$ cat src/rtl/stage1_pkg.sv
// stage1_pkg: shared types and encodings for the stage1 multi-cycle core.
//   word_t / tag_t : data word and register tag types
//   stage_t        : sequencer stages
//   op_t           : decoded operation select
//   OPC_* / F3_* / F7_* : supported RV32I opcode and function fields
package stage1_pkg;

    typedef logic [31:0] word_t;
    typedef logic [4:0]  tag_t;

    typedef enum logic [2:0] {
        FETCH,
        DECODE,
        EXECUTE,
        MEMORY,
        WRITEBACK,
        HALT
    } stage_t;

    typedef enum logic [1:0] {
        OP_ADD,
        OP_SUB,
        OP_ADDI,
        OP_JAL
    } op_t;

    localparam logic [6:0] OPC_OP    = 7'b0110011;
    localparam logic [6:0] OPC_OPIMM = 7'b0010011;
    localparam logic [6:0] OPC_JAL   = 7'b1101111;

    localparam logic [2:0] F3_ADD = 3'b000;
    localparam logic [6:0] F7_ADD = 7'b0000000;
    localparam logic [6:0] F7_SUB = 7'b0100000;

endpackage

$ cat src/rtl/instr_decoder.sv
// instr_decoder: combinational field extraction and legality check.
//   ir        in   latched instruction word
//   rs1/rs2/rd out register tags
//   imm_i     out  sign-extended I-type immediate
//   imm_j     out  sign-extended J-type (JAL) offset
//   op        out  operation select
//   legal     out  1 when ir is ADD, SUB, ADDI or JAL
module instr_decoder
    import stage1_pkg::*;
(
    input  logic [31:0] ir,
    output logic [4:0]  rs1,
    output logic [4:0]  rs2,
    output logic [4:0]  rd,
    output logic [31:0] imm_i,
    output logic [31:0] imm_j,
    output op_t         op,
    output logic        legal
);

    always_comb begin
        rs1   = ir[19:15];
        rs2   = ir[24:20];
        rd    = ir[11:7];
        imm_i = {{20{ir[31]}}, ir[31:20]};
        imm_j = {{11{ir[31]}}, ir[31], ir[19:12], ir[20], ir[30:21], 1'b0};
        op    = OP_ADD;
        legal = 1'b0;
        case (ir[6:0])
            OPC_OP: begin
                if (ir[14:12] == F3_ADD && ir[31:25] == F7_ADD) begin
                    op    = OP_ADD;
                    legal = 1'b1;
                end else if (ir[14:12] == F3_ADD && ir[31:25] == F7_SUB) begin
                    op    = OP_SUB;
                    legal = 1'b1;
                end
            end
            OPC_OPIMM: begin
                if (ir[14:12] == F3_ADD) begin
                    op    = OP_ADDI;
                    legal = 1'b1;
                end
            end
            OPC_JAL: begin
                op    = OP_JAL;
                legal = 1'b1;
            end
            default: ;
        endcase
    end

endmodule

$ cat src/rtl/stage_sequencer.sv
// stage_sequencer: multi-cycle FETCH/DECODE/EXECUTE/[MEMORY]/WRITEBACK control
// for one instruction at a time (ADD, SUB, ADDI, JAL).
//   clock, reset        single clock, synchronous active-high reset
//   instruction         instruction memory data, sampled at end of FETCH
//   instruction_addr    current PC, sampled at end of FETCH
//   stall               hold current stage, suppress strobes
//   rs1_read/rs2_read   register file read data
//   rs1/rs2/rd          tags of the latched instruction
//   rd_value            writeback data
//   write_rd            register write enable (never for x0)
//   is_writeback_stage  active WRITEBACK cycle
//   advance_pc / jump   PC update pulses; jump_offset valid with jump
//   illegal             sticky unsupported-instruction flag
//   retired_count       completed instructions (wraps)
module stage_sequencer
    import stage1_pkg::*;
#(
    parameter bit          SKIP_MEMORY = 1'b0,
    parameter int unsigned COUNT_WIDTH = 32
) (
    input  logic                   clock,
    input  logic                   reset,
    input  logic [31:0]            instruction,
    input  logic [31:0]            instruction_addr,
    input  logic                   stall,
    input  logic [31:0]            rs1_read,
    input  logic [31:0]            rs2_read,
    output logic [4:0]             rs1,
    output logic [4:0]             rs2,
    output logic [4:0]             rd,
    output logic [31:0]            rd_value,
    output logic                   write_rd,
    output logic                   is_writeback_stage,
    output logic                   advance_pc,
    output logic                   jump,
    output logic [31:0]            jump_offset,
    output logic                   illegal,
    output logic [COUNT_WIDTH-1:0] retired_count
);

    stage_t      state;
    logic [31:0] ir;
    logic [31:0] pc_q;
    logic [31:0] result_q;
    logic [31:0] imm_i;
    logic [31:0] imm_j;
    op_t         op;
    logic        legal;
    logic        wb_active;

    instr_decoder u_decoder (
        .ir    (ir),
        .rs1   (rs1),
        .rs2   (rs2),
        .rd    (rd),
        .imm_i (imm_i),
        .imm_j (imm_j),
        .op    (op),
        .legal (legal)
    );

    always_ff @(posedge clock) begin
        if (reset) begin
            state         <= FETCH;
            ir            <= '0;
            pc_q          <= '0;
            result_q      <= '0;
            illegal       <= 1'b0;
            retired_count <= '0;
        end else if (!stall) begin
            case (state)
                FETCH: begin
                    ir    <= instruction;
                    pc_q  <= instruction_addr;
                    state <= DECODE;
                end
                DECODE: begin
                    if (legal) begin
                        state <= EXECUTE;
                    end else begin
                        state   <= HALT;
                        illegal <= 1'b1;
                    end
                end
                EXECUTE: begin
                    case (op)
                        OP_ADD:  result_q <= rs1_read + rs2_read;
                        OP_SUB:  result_q <= rs1_read - rs2_read;
                        OP_ADDI: result_q <= rs1_read + imm_i;
                        OP_JAL:  result_q <= pc_q + 32'd4;
                        default: result_q <= '0;
                    endcase
                    state <= SKIP_MEMORY ? WRITEBACK : MEMORY;
                end
                MEMORY: state <= WRITEBACK;
                WRITEBACK: begin
                    retired_count <= retired_count + COUNT_WIDTH'(1);
                    state         <= FETCH;
                end
                HALT:    state <= HALT;
                default: state <= HALT;
            endcase
        end
    end

    // Strobes depend on the same-cycle stall so a stalled WRITEBACK commits
    // only in its first unstalled cycle; data outputs come from registers.
    assign wb_active = (state == WRITEBACK) && !stall;

    always_comb begin
        rd_value           = result_q;
        is_writeback_stage = wb_active;
        write_rd           = wb_active && (rd != 5'd0);
        jump               = wb_active && (op == OP_JAL);
        advance_pc         = wb_active && (op != OP_JAL);
        jump_offset        = (wb_active && op == OP_JAL) ? imm_j : '0;
    end

endmodule
$ cat config.mk
export PLATFORM = sky130hd
export DESIGN_NAME = stage_sequencer
export DESIGN_NICKNAME = d
export VERILOG_FILES = /design/src/rtl/stage1_pkg.sv /design/src/rtl/instr_decoder.sv /design/src/rtl/stage_sequencer.sv
export SDC_FILE = /design/constraint.sdc
export NUM_CORES = 1
export LEC_CHECK = 0
export ABC_AREA = 1
export BUFFER_PORTS_ARGS = -buffer_cell sky130_fd_sc_hd__buf_2
export CELL_PAD_IN_SITES_DETAIL_PLACEMENT = 1
export CELL_PAD_IN_SITES_GLOBAL_PLACEMENT = 2
export CORE_MARGIN = 2
export CORE_UTILIZATION = 26
export CTS_BUF_LIST = sky130_fd_sc_hd__clkbuf_4 sky130_fd_sc_hd__clkbuf_8
export CTS_CLUSTER_SIZE = 24
export DETAILED_ROUTE_END_ITERATION = 8
export PLACE_DENSITY_LB_ADDON = 0.1
export SLEW_MARGIN = 40
export SYNTH_ARGS = -nofsm -noshare
export SYNTH_HDL_FRONTEND = slang
export SYNTH_SLANG_ARGS = --single-unit
$ cat constraint.sdc
create_clock -name clock -period 3.7 [get_ports clock]
set_input_delay 0.555 -clock clock [delete_from_list [all_inputs] [get_ports clock]]
set_output_delay 0.555 -clock clock [all_outputs]
set_load 0.03 [all_outputs]
## Word level (Yosys, flattened, before mapping)

Index checks and enable logic that the tools add are counted.

- Output and inout bits: 116
- Memory bits (read-only): 0
- Input bits: 131
- Memories kept: 0
- Bits in writable memories: 0
- Latch bits: 0
- Register bits: 132

- Multipliers: 0
- Bitwise logic cells: 2
- Divide/modulo/power cells: 0
- Shifts and indexed selects: 0
- Multiplexer cells: 12
- Equality and inequality tests: 12
- Reduce and logical (&&, ||, !) cells: 16
- Magnitude comparators: 0
- $add $sub $neg: 5

Operators with widths:

| operator | number |
|---|---|
| one-hot mux 32 bit (4 select lines) | 1 |
| adder 32 bit | 2 |
| adder 32 x 1 -> 32 bit, second input constant | 1 |
| adder 32 x 3 -> 32 bit, second input constant | 1 |
| 2-to-1 mux 32 bit | 1 |
| subtractor 32 bit | 1 |
| one-hot mux 3 bit (5 select lines) | 1 |
| == test 7 x 6 -> 1 bit, second input constant | 2 |
| == test 7 x 5 -> 1 bit, second input constant | 1 |
| == test 7 bit, second input constant | 1 |
| logical NOT 7 bit | 1 |
| == test 3 x 2 -> 1 bit, second input constant | 2 |
| logical AND 1 bit | 6 |
| logical NOT 3 bit | 2 |
| one-hot mux 2 bit (3 select lines) | 1 |
| AND reduction 2 bit | 3 |
| nonzero test 5 bit | 1 |
| == test 2 bit, second input constant | 2 |
| 2-to-1 mux 1 bit | 4 |
| 2-to-1 mux 2 bit | 2 |
| == test 3 x 1 -> 1 bit, second input constant | 1 |
| == test 3 bit, second input constant | 1 |
| 2-to-1 mux 3 bit | 1 |
| one-hot mux 1 bit (3 select lines) | 1 |
| other kinds (6) | 7 |

## Logic depth before layout (Yosys ltp)

Gate-level depths: netlist (run 1).

- Depth after elaboration: 8
- Mapped depth: 27

## Hierarchy

A second synthesis (run 1) with hierarchy kept.

- Cell total of the unflattened synthesis: 1,605
- Area, all modules: 10,256.1 um2

By module, submodules not included:

| module | sequential area each (um2) | area an instance (um2) | instances | cells each |
|---|---|---|---|---|
| stage_sequencer | 2,642.5 | 9,529.1 | 1 | 1,494 |
| instr_decoder | 0.0 | 726.9 | 1 | 111 |

## Least setup slack after synthesis (run 1)

Ideal clock, no wire load.

- Kind: register to output
- From: reg ir[12]
- To: out jump_offset[21]
- Setup slack: -0.094 ns
- Stages on the path, launching flop included: 12
- Data arrival time: 3.239 ns
- Cell sequence: dfxtp_1 -> nor3_1 -> inv_1 -> o21ai_0 -> ha_1 -> clkbuf_1 -> inv_2 -> nor2_1 -> inv_1 -> clkbuf_1 -> nor2_1 -> buf_4

- Word-level cells in the longest chain between the ends: 8
- Elaborated cells on any way between the ends: 10
- Those cells by class: eq/ne (1); mux (5); reduce/logical (4)

Ends and longest elaborated chain:

| item | line | source |
|---|---|---|
| start, declared | stage_sequencer.sv:42 | `logic [31:0] ir;` |
| start signal, assigned | stage_sequencer.sv:73 | `ir <= instruction;` |
| logical NOT 3 bit (*) | instr_decoder.sv:31, instr_decoder.sv:34, instr_decoder.sv:40 |  |
| logical AND 1 bit | instr_decoder.sv:34 | `end else if (ir[14:12] == F3_ADD && ir[31:25] == F7_SUB) begin` |
| 2-to-1 mux 1 bit | instr_decoder.sv:34 |  |
| 2-to-1 mux 2 bit | instr_decoder.sv:31 | `if (ir[14:12] == F3_ADD && ir[31:25] == F7_ADD) begin` |
| one-hot mux 2 bit (3 select lines) (*) | instr_decoder.sv:29 | `case (ir[6:0])` |
| == test 2 bit (*) | -- |  |
| logical AND 1 bit (*) | -- |  |
| net jump | stage_sequencer.sv:35 | `output logic jump,` |
| 2-to-1 mux 32 bit (*) | stage_sequencer.sv:116 | `jump_offset = (wb_active && op == OP_JAL) ? imm_j : '0;` |
| end, declared | stage_sequencer.sv:36 | `output logic [31:0] jump_offset,` |

Mark *: on every way through the listed nets, which the timed path passes. The rest lies on a longest branch.

## Worst setup path after layout (run 1)

- From: reg ir[1]
- To: reg result_q[30] (netlist: rd_value[30])

- Word-level cells in the longest chain between the ends: 4
- Elaborated cells on any way between the ends: 9
- Those cells by class: eq/ne (6); mux (2); reduce/logical (1)

Ends and longest elaborated chain:

| item | line | source |
|---|---|---|
| == test 7 bit, or another cell as far along | instr_decoder.sv:29 |  |
| one-hot mux 2 bit (3 select lines) (*) | instr_decoder.sv:29 |  |
| == test 2 bit, or another cell as far along | stage_sequencer.sv:86 | `case (op)` |
| one-hot mux 32 bit (4 select lines) (*) | stage_sequencer.sv:86 |  |
| end signal, assigned | stage_sequencer.sv:87 | `OP_ADD: result_q <= rs1_read + rs2_read;` |
| end signal, assigned | stage_sequencer.sv:88 | `OP_SUB: result_q <= rs1_read - rs2_read;` |
| end signal, assigned | stage_sequencer.sv:89 | `OP_ADDI: result_q <= rs1_read + imm_i;` |
| end, declared | stage_sequencer.sv:44 | `logic [31:0] result_q;` |

Mark *: on every way between the ends. The rest lies on a longest branch, timed or not.
A chain may end at the register's enable or synchronous reset.

==> results of run 1 <==
-- power by group through the flow --
stage	registers, µW	logic [µW]	clock network [µW]
2_1_floorplan	1570	528	0
3_3_place_gp	1590	983	0
3_5_place_dp	1590	994	0
4_1_cts	1560	1030	1630
5_1_grt	1570	1260	1680
6_report	1560	1130	1570
-- metrics by stage --
step	TNS, ps	setup WS (ps)	cell area, µm²	instances
2_1_floorplan	0	193	9350	1488
3_3_place_gp	-3120	-346	12000	2278
3_5_place_dp	-5150	-493	12000	2278
4_1_cts	0	18.3	12700	2314
5_1_grt	-431	-75.4	13400	2327
6_report	0	230	13400	2329
-- path summary, 6_finish.rpt --
kind	startpoint	to	slack, ps	cells after the start
setup reg to reg	ir[1]$_SDFFE_PP0P_	rd_value[30]$_SDFFE_PP0P_	230	25
setup / recovery	ir[1]$_SDFFE_PP0P_	rd_value[30]$_SDFFE_PP0P_	230	25
hold reg to reg	illegal$_SDFFE_PP0P_	illegal$_SDFFE_PP0P_	460	2
hold / removal	instruction_addr[0]	pc_q[0]$_SDFFE_PP0P_	300	3
-- cells in the final DEF, fill, tap and decap left out, types with 5 or more instances in the layout --
cell	count
buf_2	245
nand2_1	199
nor2_1	190
buf_4	168
o21ai_0	155
inv_1	153
a21oi_1	146
dfxtp_1	129
nand3_1	66
a21oi_2	41
nand4_1	33
nor3_1	33
nor2_2	25
ha_1	24
nand2_2	22
clkbuf_8	17
o21ai_1	15
xor2_1	15
a31oi_1	13
inv_2	12
o21a_1	11
ha_4	11
nor4_1	10
o21ai_2	10
a22oi_1	9
a22oi_2	9
xnor2_1	7
bufinv_16	7
nor3_2	6
nor2_4	5
nand3b_1	5
or2_2	5
buf_12	5
buf_6	5
-- flip-flops by register name, summed over array words and instances (netlist names) --
register and cells:
ir 32, pc_q 32, rd_value 32, retired_count 32, state 3, illegal 1
-- area by class of cell --
type	instances	area [µm²]
clock inverters	13	255
flip-flops and latches	132	2650
fillers	4608	22000
well taps	461	577
multi-input cells	1110	6390
clock buffers	18	241
repair buffers	425	2680
diodes	2	5.00
inverters	168	639
-- worst max-delay path, cell delays in order, from the launching register on --
cell and delay [ps]:
dfxtp_2 360, nand2_4 60, nor3_4 130, nand4_1 110, inv_1 90, nand4_1 90, nand2_2 110, inv_2 50
ha_4 280, buf_6 120, nor2_4 40, buf_4 130, o32ai_4 110, ha_2 230, fa_2 210, nand2_1 50
nand2_1 70, o21ai_2 70, nor2_1 140, nor2_2 60, buf_4 150, o21ai_4 210, nand4_1 170, nand3b_1 140
nand3_2 100, a21oi_2 130
-- repair_timing --
action,4_1_cts,5_1_grt
gates resized for setup,55,157
setup endpoints to repair,41,51
setup buffers,5,12
pin swaps,13,52
cloned,0,1
-- per-layer routing --
| layer | vias to the layer above | GRT usage, % |
|---|---|---|
| li1 | 5742 | - |
| met1 | 5400 | 24.9 |
| met2 | 165 | 38.1 |
| met3 | 28 | 4.38 |
| met4 | 6 | 4.16 |
| met5 | - | 0 |
-- kinds of logic (layout without fill, tap and decap cells) --
logic type                 after synthesis  in the layout  share of synthesized area [%]
AOI/OAI and AO/OA                      436            436                           24.9
xor gates and xnor gates                22             22                           2.06
adders and majority gates               38             38                           5.16
buffers and inverters                  246            624                           11.1
DFF                                    132            132                           28.3
other                                    1              3                         0.0401
and+or+nand+nor                        613            613                           28.4
==> results.ini, run 1 <==
[outcome]
status = finished clean

[setup_path]
worst-endpoint-required_ps = 4100
crit_fanout = 3
crit_type = flip-flop to flip-flop
arrival_ps = 3870
worstSetupStartpointType = flip-flop
end_kind = flip-flop

[timing]
setup_viol = 0
slew_violations = 0
fin_crit_sh_pct = 93.8
rsz0062_at_grt = yes
finClkSkew_ps = 16.4
hold_slack_ps = 303
hold_viol = 0
worstMarginPinSlew_ps = 679
slew_headroom_pct = 54.7
min_period_ps = 3470
fmax_mhz = 288

[logic_synthesis]
synth-seq-area-share_pct = 28.3
synth_cells = 1488
synth_cell_types = 46
synthFlopType = dfxtp_1
ys_seq_elements = 132
yosys-top-cells-count = 220 x nand2_1, 212 x nor2_1, 191 x a21oi_1
synth_edf_count = 0
synth_fp_nets = 1657
async_flop_share_pct = 0
synth_top_area_cell = dfxtp_1
syn_area_um2 = 9350
yosys-top-cells-area = dfxtp_1 28%, a21oi_1 10%, o21ai_0 9.7%, nand2_1 8.8%, nor2_1 8.5%
yosysMostFrequentCell = nand2_1
syn_area_per_cell_um2 = 6.28
yosys_warnings = 0
synth_top_area_share_pct = 28.3

[clock_network]
postCtsHoldBufs = 0
cts.sinks = 132
cts_tree = done
cts-buffers-inserted = 17
root_buffer = clkbuf_8
clock_path_buffers = 2
htreeDepth = 4
clk_latency_ps = 480
clk_pin_slew_ps = 90

[placement]
dp_hpwl_um = 31600
port-buffer-count = 245
gp_congestion = 0.834

[drt]
firstDrtPassIters = 5
wl_met3_um = 1730
viasPerCell = 4.87
drtIter0Drc = 331
m1WireLength_um = 17200
drc = 0
post_drt_wl_per_cell_um = 17.1
drtAntennaViolNets = 0
vias = 11300
wirelength_um = 39900
wl_met2_um = 20500
top_layer_used = met5

[pwr]
p_leak_uw = 0.00606
clockPowerShare_pct = 36.8
combPwrFrac_pct = 26.5
pwr-share-seq_pct = 36.6
p_int_uw = 2920
swShare_pct = 31.3
p_switching_uw = 1330
p_per_area_nw_per_um2 = 317
irDropWorstVdd_mv = 0.228
power_uw = 4260

[cells_and_area]
nNetsFinal = 2023
area_growth_pct = 43.7
fin_util_pct = 37.9
drive_gt1_share_pct = 34.1

[floorplan]
core-area_um2 = 35500
start_util_pct = 26.4
die_w_um = 194
io_pins = 247
dieArea_um2 = 37500
num_rows = 69
die_h_um = 194

[global_routing]
overflow = 0
grt_usage_pct = 20.8
first_global_vias = 11600
grt_antenna_before_repair = 4
grt_pass1_wl_um = 62200
grt_max_degree = 90

[flow_run]
maxCapViolCount = 0

[worst_hold_path]
holdCritPathClass = primary input to flip-flop

Note: power is estimated with default switching activity, not from simulation.
==> run 2, diff against run 1 <==
==> constraint.sdc (replaced) <==
create_clock -name clock -period 3.7 [get_ports clock]
set_input_delay 0.74 -clock clock [delete_from_list [all_inputs] [get_ports clock]]
set_output_delay 0.74 -clock clock [all_outputs]
set_load 0.03 [all_outputs]
==> run 2 against run 1 <==
Against the previous run: clock power is 20% lower; largest power group is now registers; hold slack improved by 160 ps; sequential share of layout area is 0.32 points higher; worst setup slack lost 20 ps; sequential cell count stayed put.
==> results.ini, run 2 (synthesis results as in run 1) <==
[drt]
drc = 0
wirelength_um = 40000
vias = 11400
viasPerCell = 4.87
drtAntennaViolNets = 0
drtIter0Drc = 415
firstDrtPassIters = 5
post_drt_wl_per_cell_um = 17.1

[timing]
min_period_ps = 3490
fin_ws_ps = 210
finClkSkew_ps = 17.9
fmax_mhz = 287
slew_headroom_pct = 53.4
worstMarginPinSlew_ps = 698
rsz0062_at_grt = yes
slew_violations = 0
fin_crit_sh_pct = 94.3
setup_viol = 0
hold_slack_ps = 461
hold_viol = 0

[placement]
place_ws_ps = -541
port-buffer-count = 245
dp_hpwl_um = 32000
dpl-instance-area_um2 = 12100
gp_congestion = 0.833

[setup_path]
reg2regPathDepth = 23
critPathBufInv = 7
arrival_ps = 3890
r2r-start = ir[1]$_SDFFE_PP0P_
path_delay_family = compound AO/OA/AOI/OAI gates
worst-endpoint-required_ps = 4100
crit_chain = nand2_4 > nor3_4 > nand4_1 > inv_1 > nand4_1 > nand2_2 > inv_2 > ha_4 > inv_2 > nand2_2 > inv_4 > buf_4 > a22oi_1 > ha_2 > nand2_4 > o21ai_0 > buf_4 > a21o_1 > o21bai_2 > a21oi_2 > o21ai_0 > buf_4 > a21oi_1
end_kind = flip-flop
path_common_cell = buf_4
worst-r2r-setup-slack_ps = 210
crit_fanout = 6
max_stage_delay_ps = 360
r2r-end = rd_value[19]$_SDFFE_PP0P_
worstSetupStartpointType = flip-flop
cp_num_cells = 23
crit_type = flip-flop to flip-flop
cpMaxStageDelayCell = dfxtp_2

[clock_network]
clk_pin_slew_ps = 90
htreeDepth = 4
root_buffer = clkbuf_8
clk_latency_ps = 480
cts-buffers-inserted = 17
postCtsHoldBufs = 0
cts.sinks = 132
cts_tree = done
clock_path_buffers = 2

[worst_hold_path]
worst_hold_path.endpoint = illegal$_SDFFE_PP0P_
min_path_cells = 2
hold_start = illegal$_SDFFE_PP0P_
holdCritPathClass = flip-flop to flip-flop

[global_routing]
grt_pass1_wl_um = 63800
first_global_vias = 11800
grt_max_degree = 86
grt_antenna_before_repair = 5
grt_usage_pct = 21.1
overflow = 0

[pwr]
p_leak_uw = 0.00601
p_switching_uw = 1330
pwr-share-seq_pct = 39.8
p_per_area_nw_per_um2 = 296
irDropWorstVdd_mv = 0.416
power_uw = 3920
combPwrFrac_pct = 28.1
clockPowerShare_pct = 32.1
p_int_uw = 2590
swShare_pct = 33.9

[cells_and_area]
fin_area_um2 = 13200
fin_util_pct = 37.3
final_common_cell = buf_2
drive_gt1_share_pct = 33.2
area_growth_pct = 41.4
n_antenna_cell = 0
most-common-layout-cells = 245 x buf_2, 203 x nand2_1, 192 x nor2_1, 178 x buf_4, 159 x o21ai_0
nFillCells = 4621
nNetsFinal = 2030

[floorplan]
num_rows = 69
start_util_pct = 26.4
die_h_um = 194
dieArea_um2 = 37500
core-area_um2 = 35500
io_pins = 247
die_w_um = 194

[outcome]
status = finished clean

[flow_run]
maxCapViolCount = 0

-- run 2: metrics by stage --
step,TNS (ps),cells
finish,0,2335
global route,-248,2335
CTS,-57.2,2326
detailed placement,-6210,2289
global placement,-3870,2289
floorplan,0,1488
-- run 2: final cells by class --
type | instances | area [µm²] | area share (%)
clock inverter | 10 | 96.3 | 0.729
timing repair buffer | 432 | 2700 | 20.4
clock buffer | 22 | 303 | 2.29
tap | 461 | 577 | 4.36
sequential | 132 | 2650 | 20.0
inverter | 168 | 637 | 4.82
multi-input combinational | 1110 | 6260 | 47.3
-- run 2: timing repair --
item,in CTS,in global routing
setup buffers,5,8
setup endpoints to repair,49,51
pin swaps,12,41
gates resized for setup,53,127
cloned,0,1
-- run 2: power groups by stage --
stage / clock [µW] / combinational (µW) / sequential, µW
2_1_floorplan: 0 / 528 / 1570
3_3_place_gp: 0 / 990 / 1590
6_report: 1260 / 1100 / 1560
5_1_grt: 1370 / 1230 / 1570
4_1_cts: 1320 / 1040 / 1560
3_5_place_dp: 0 / 1000 / 1590
-- run 2: worst max path at each step --
stage,end,startpoint,slack (ps)
CTS,rd_value[19]$_SDFFE_PP0P_,ir[0]$_SDFFE_PP0P_,-30
floorplan,jump_offset[21],ir[12]$_SDFFE_PP0P_,8
global route,rd_value[23]$_SDFFE_PP0P_,ir[0]$_SDFFE_PP0P_,-70
finish,rd_value[19]$_SDFFE_PP0P_,ir[1]$_SDFFE_PP0P_,210
detailed placement,rd_value[30]$_SDFFE_PP0P_,ir[1]$_SDFFE_PP0P_,-540
global placement,rd_value[30]$_SDFFE_PP0P_,ir[0]$_SDFFE_PP0P_,-410
-- run 2: metal layers --
metal,GRT usage (%),wire length (µm),vias up
met5,0,70,-
met4,4.83,660,10
met3,4.61,1760,43
met2,38.3,20200,163
met1,25.3,17300,5411
li1,-,-,5743
-- run 2: worst register-to-register path, delay by kind of cell (launching register included) --
family	cells	cell delay [ps]
adders and majority gates	2	630
buffers and inverters	7	670
AOI/OAI and AO/OA	7	1010
and+or+nand+nor	7	730
DFF	1	360
==> run 3, diff against run 2 <==
--- a/config.mk
+++ b/config.mk
@@ -10,10 +10,11 @@
 export CELL_PAD_IN_SITES_DETAIL_PLACEMENT = 1
 export CELL_PAD_IN_SITES_GLOBAL_PLACEMENT = 2
 export CORE_MARGIN = 2
-export CORE_UTILIZATION = 26
+export CORE_UTILIZATION = 29
 export CTS_BUF_LIST = sky130_fd_sc_hd__clkbuf_4 sky130_fd_sc_hd__clkbuf_8
 export CTS_CLUSTER_SIZE = 24
 export DETAILED_ROUTE_END_ITERATION = 8
+export MAX_ROUTING_LAYER = met4
 export PLACE_DENSITY_LB_ADDON = 0.1
 export SLEW_MARGIN = 40
 export SYNTH_ARGS = -nofsm -noshare
==> constraint.sdc (replaced) <==
create_clock -name clock -period 3.66 [get_ports clock]
set_input_delay 0.732 -clock clock [delete_from_list [all_inputs] [get_ports clock]]
set_output_delay 0.732 -clock clock [all_outputs]
set_load 0.1 [all_outputs]
==> run 3 against run 2 <==
Against the previous run: routed wire length shrank 1.3%; combinational power up 15%; hold slack better by 3.7 ps; sequential share of layout area fell by 1.3 points; worst setup slack got worse by 160 ps; clock skew is 3.7 ps higher; final area grew 6.9%; largest power group unchanged; highest routed layer is now met4.
==> results.ini, run 3 (synthesis results as in run 1) <==
[cells_and_area]
final_common_cell = buf_2
multiInputGateArea_um2 = 6630
drive_gt1_share_pct = 35.9
area_growth_pct = 51.2
nFillCells = 4077
final_cells = 2274
nNetsFinal = 2022
fin_util_pct = 44.7
most-common-layout-cells = 213 x buf_2, 198 x nand2_1, 169 x nor2_1, 161 x buf_4, 152 x o21ai_0
regArea_um2 = 2650
fin_area_um2 = 14100

[timing]
rsz0062_at_grt = yes
fin_crit_sh_pct = 98.6
fin_ws_ps = 52.0
fmax_mhz = 277
slew_violations = 0
slew_headroom_pct = 55.8
worstMarginPinSlew_ps = 662
hold_viol = 0
setup_viol = 0
min_period_ps = 3610
finClkSkew_ps = 21.6
hold_slack_ps = 465

[outcome]
status = finished clean

[placement]
gp_congestion = 0.865
dp_hpwl_um = 30900
dpl-instance-area_um2 = 12400
place_ws_ps = -364
placed_cells = 2206
port-buffer-count = 245

[drt]
drc = 0
wirelength_um = 39500
drtIter0Drc = 494
drtAntennaViolNets = 0
firstDrtPassIters = 5
vias = 11400
post_drt_wl_per_cell_um = 17.4
viasPerCell = 5.01

[global_routing]
grt_usage_pct = 23.4
grt_max_degree = 57
overflow = 0
grt_antenna_before_repair = 5
grt_pass1_wl_um = 60900
first_global_vias = 11600

[flow_run]
maxCapViolCount = 0

[setup_path]
worstSetupStartpointType = flip-flop
crit_chain = nor3_4 > buf_4 > nand4_1 > o21ai_4 > ha_4 > inv_4 > nand2_4 > inv_4 > buf_12 > o21ai_0 > o21a_1 > ha_4 > buf_4 > nand2_2 > buf_4 > nor2_2 > nand2_1 > nor4_2 > nand2_2 > nand3_1 > nand2_1 > nand3_1 > a21oi_2
arrival_ps = 3970
worst-r2r-setup-slack_ps = 50
r2r-start = ir[2]$_SDFFE_PP0P_
critPathBufInv = 6
r2r-end = rd_value[26]$_SDFFE_PP0P_
cpMaxStageDelayCell = dfxtp_1
crit_type = flip-flop to flip-flop
worst-endpoint-required_ps = 4030
crit_fanout = 10
end_kind = flip-flop
path_common_cell = buf_4
max_stage_delay_ps = 350
reg2regPathDepth = 23
path_delay_family = simple AND/OR/NAND/NOR gates

[clock_network]
cts.sinks = 132
htreeDepth = 4
root_buffer = clkbuf_8
clk_pin_slew_ps = 90
postCtsHoldBufs = 0
clk_latency_ps = 480
cts_tree = done
clock_path_buffers = 2
cts-buffers-inserted = 17

[floorplan]
start_util_pct = 29.6
die_h_um = 184
core-area_um2 = 31600
num_rows = 65
io_pins = 247
dieArea_um2 = 33700
die_w_um = 184

[pwr]
p_leak_uw = 0.00615
p_per_area_nw_per_um2 = 307
irDropWorstVdd_mv = 0.213

[worst_hold_path]
min_path_cells = 2
worst_hold_path.endpoint = retired_count[31]$_SDFFE_PP0P_
hold_start = retired_count[31]$_SDFFE_PP0P_
holdCritPathClass = flip-flop to flip-flop

-- run 3: per-stage QoR --
step                      setup TNS (ps)  power [µW]
after floorplan                    -2220        2230
after detailed placement           -5680        2690
after CTS                              0        4260
after global routing               -1490        4580
final                                  0        4340
after global placement             -3150        2670
-- run 3: worst max path at each step --
stage | start | end | cells past startpoint
global placement | rs2_read[0] | rd_value[22]$_SDFFE_PP0P_ | 20
floorplan | ir[1]$_SDFFE_PP0P_ | jump_offset[21] | 14
finish | ir[2]$_SDFFE_PP0P_ | rd_value[26]$_SDFFE_PP0P_ | 23
global route | ir[1]$_SDFFE_PP0P_ | rd_value[26]$_SDFFE_PP0P_ | 24
detailed placement | ir[1]$_SDFFE_PP0P_ | rd_value[21]$_SDFFE_PP0P_ | 24
CTS | ir[1]$_SDFFE_PP0P_ | rd_value[18]$_SDFFE_PP0P_ | 23
-- run 3: metal layers --
layer	vias to the layer above	global-route usage [%]	part of all wire [%]
met5	-	-	0
met4	0	4.16	1.1
met3	23	4.66	4.6
met2	200	42.1	52
met1	5417	27.3	43
li1	5749	-	-
-- run 3: what timing repair did --
item,4_1_cts,5_1_grt
endpoints found under the setup margin,35,58
gates resized for setup,81,176
pin swaps,14,64
gates cloned,0,3
setup buffers,6,22
-- run 3: report_power, final --
group          leakage, µW  total [µW]  internal, µW  switching, µW
registers          0.00108        1580          1510           68.0
clock network     0.000233        1500           857            642
logic              0.00484        1260           498            763
total              0.00615        4340          2860           1470
-- run 3: worst reg2reg max path: stages (launching register included) --
cell and delay, ps:
dfxtp_1 350, nor3_4 200, buf_4 130, nand4_1 140, o21ai_4 260, ha_4 280
inv_4 110, nand2_4 70, inv_4 90, buf_12 140, o21ai_0 110, o21a_1 160
ha_4 320, buf_4 130, nand2_2 60, buf_4 140, nor2_2 110, nand2_1 110
nor4_2 220, nand2_2 120, nand3_1 80, nand2_1 50, nand3_1 80, a21oi_2 50
-- run 3: layout make-up --
type | instances | share of cell area [%]
Sequential cell | 132 | 18.7
Antenna cell | 6 | 0.106
Timing Repair Buffer | 424 | 22.8
Clock buffer | 20 | 1.90
Tap cell | 402 | 3.56
Multi-Input combinational cell | 1110 | 46.9
Clock inverter | 12 | 1.43
Inverter | 168 | 4.58
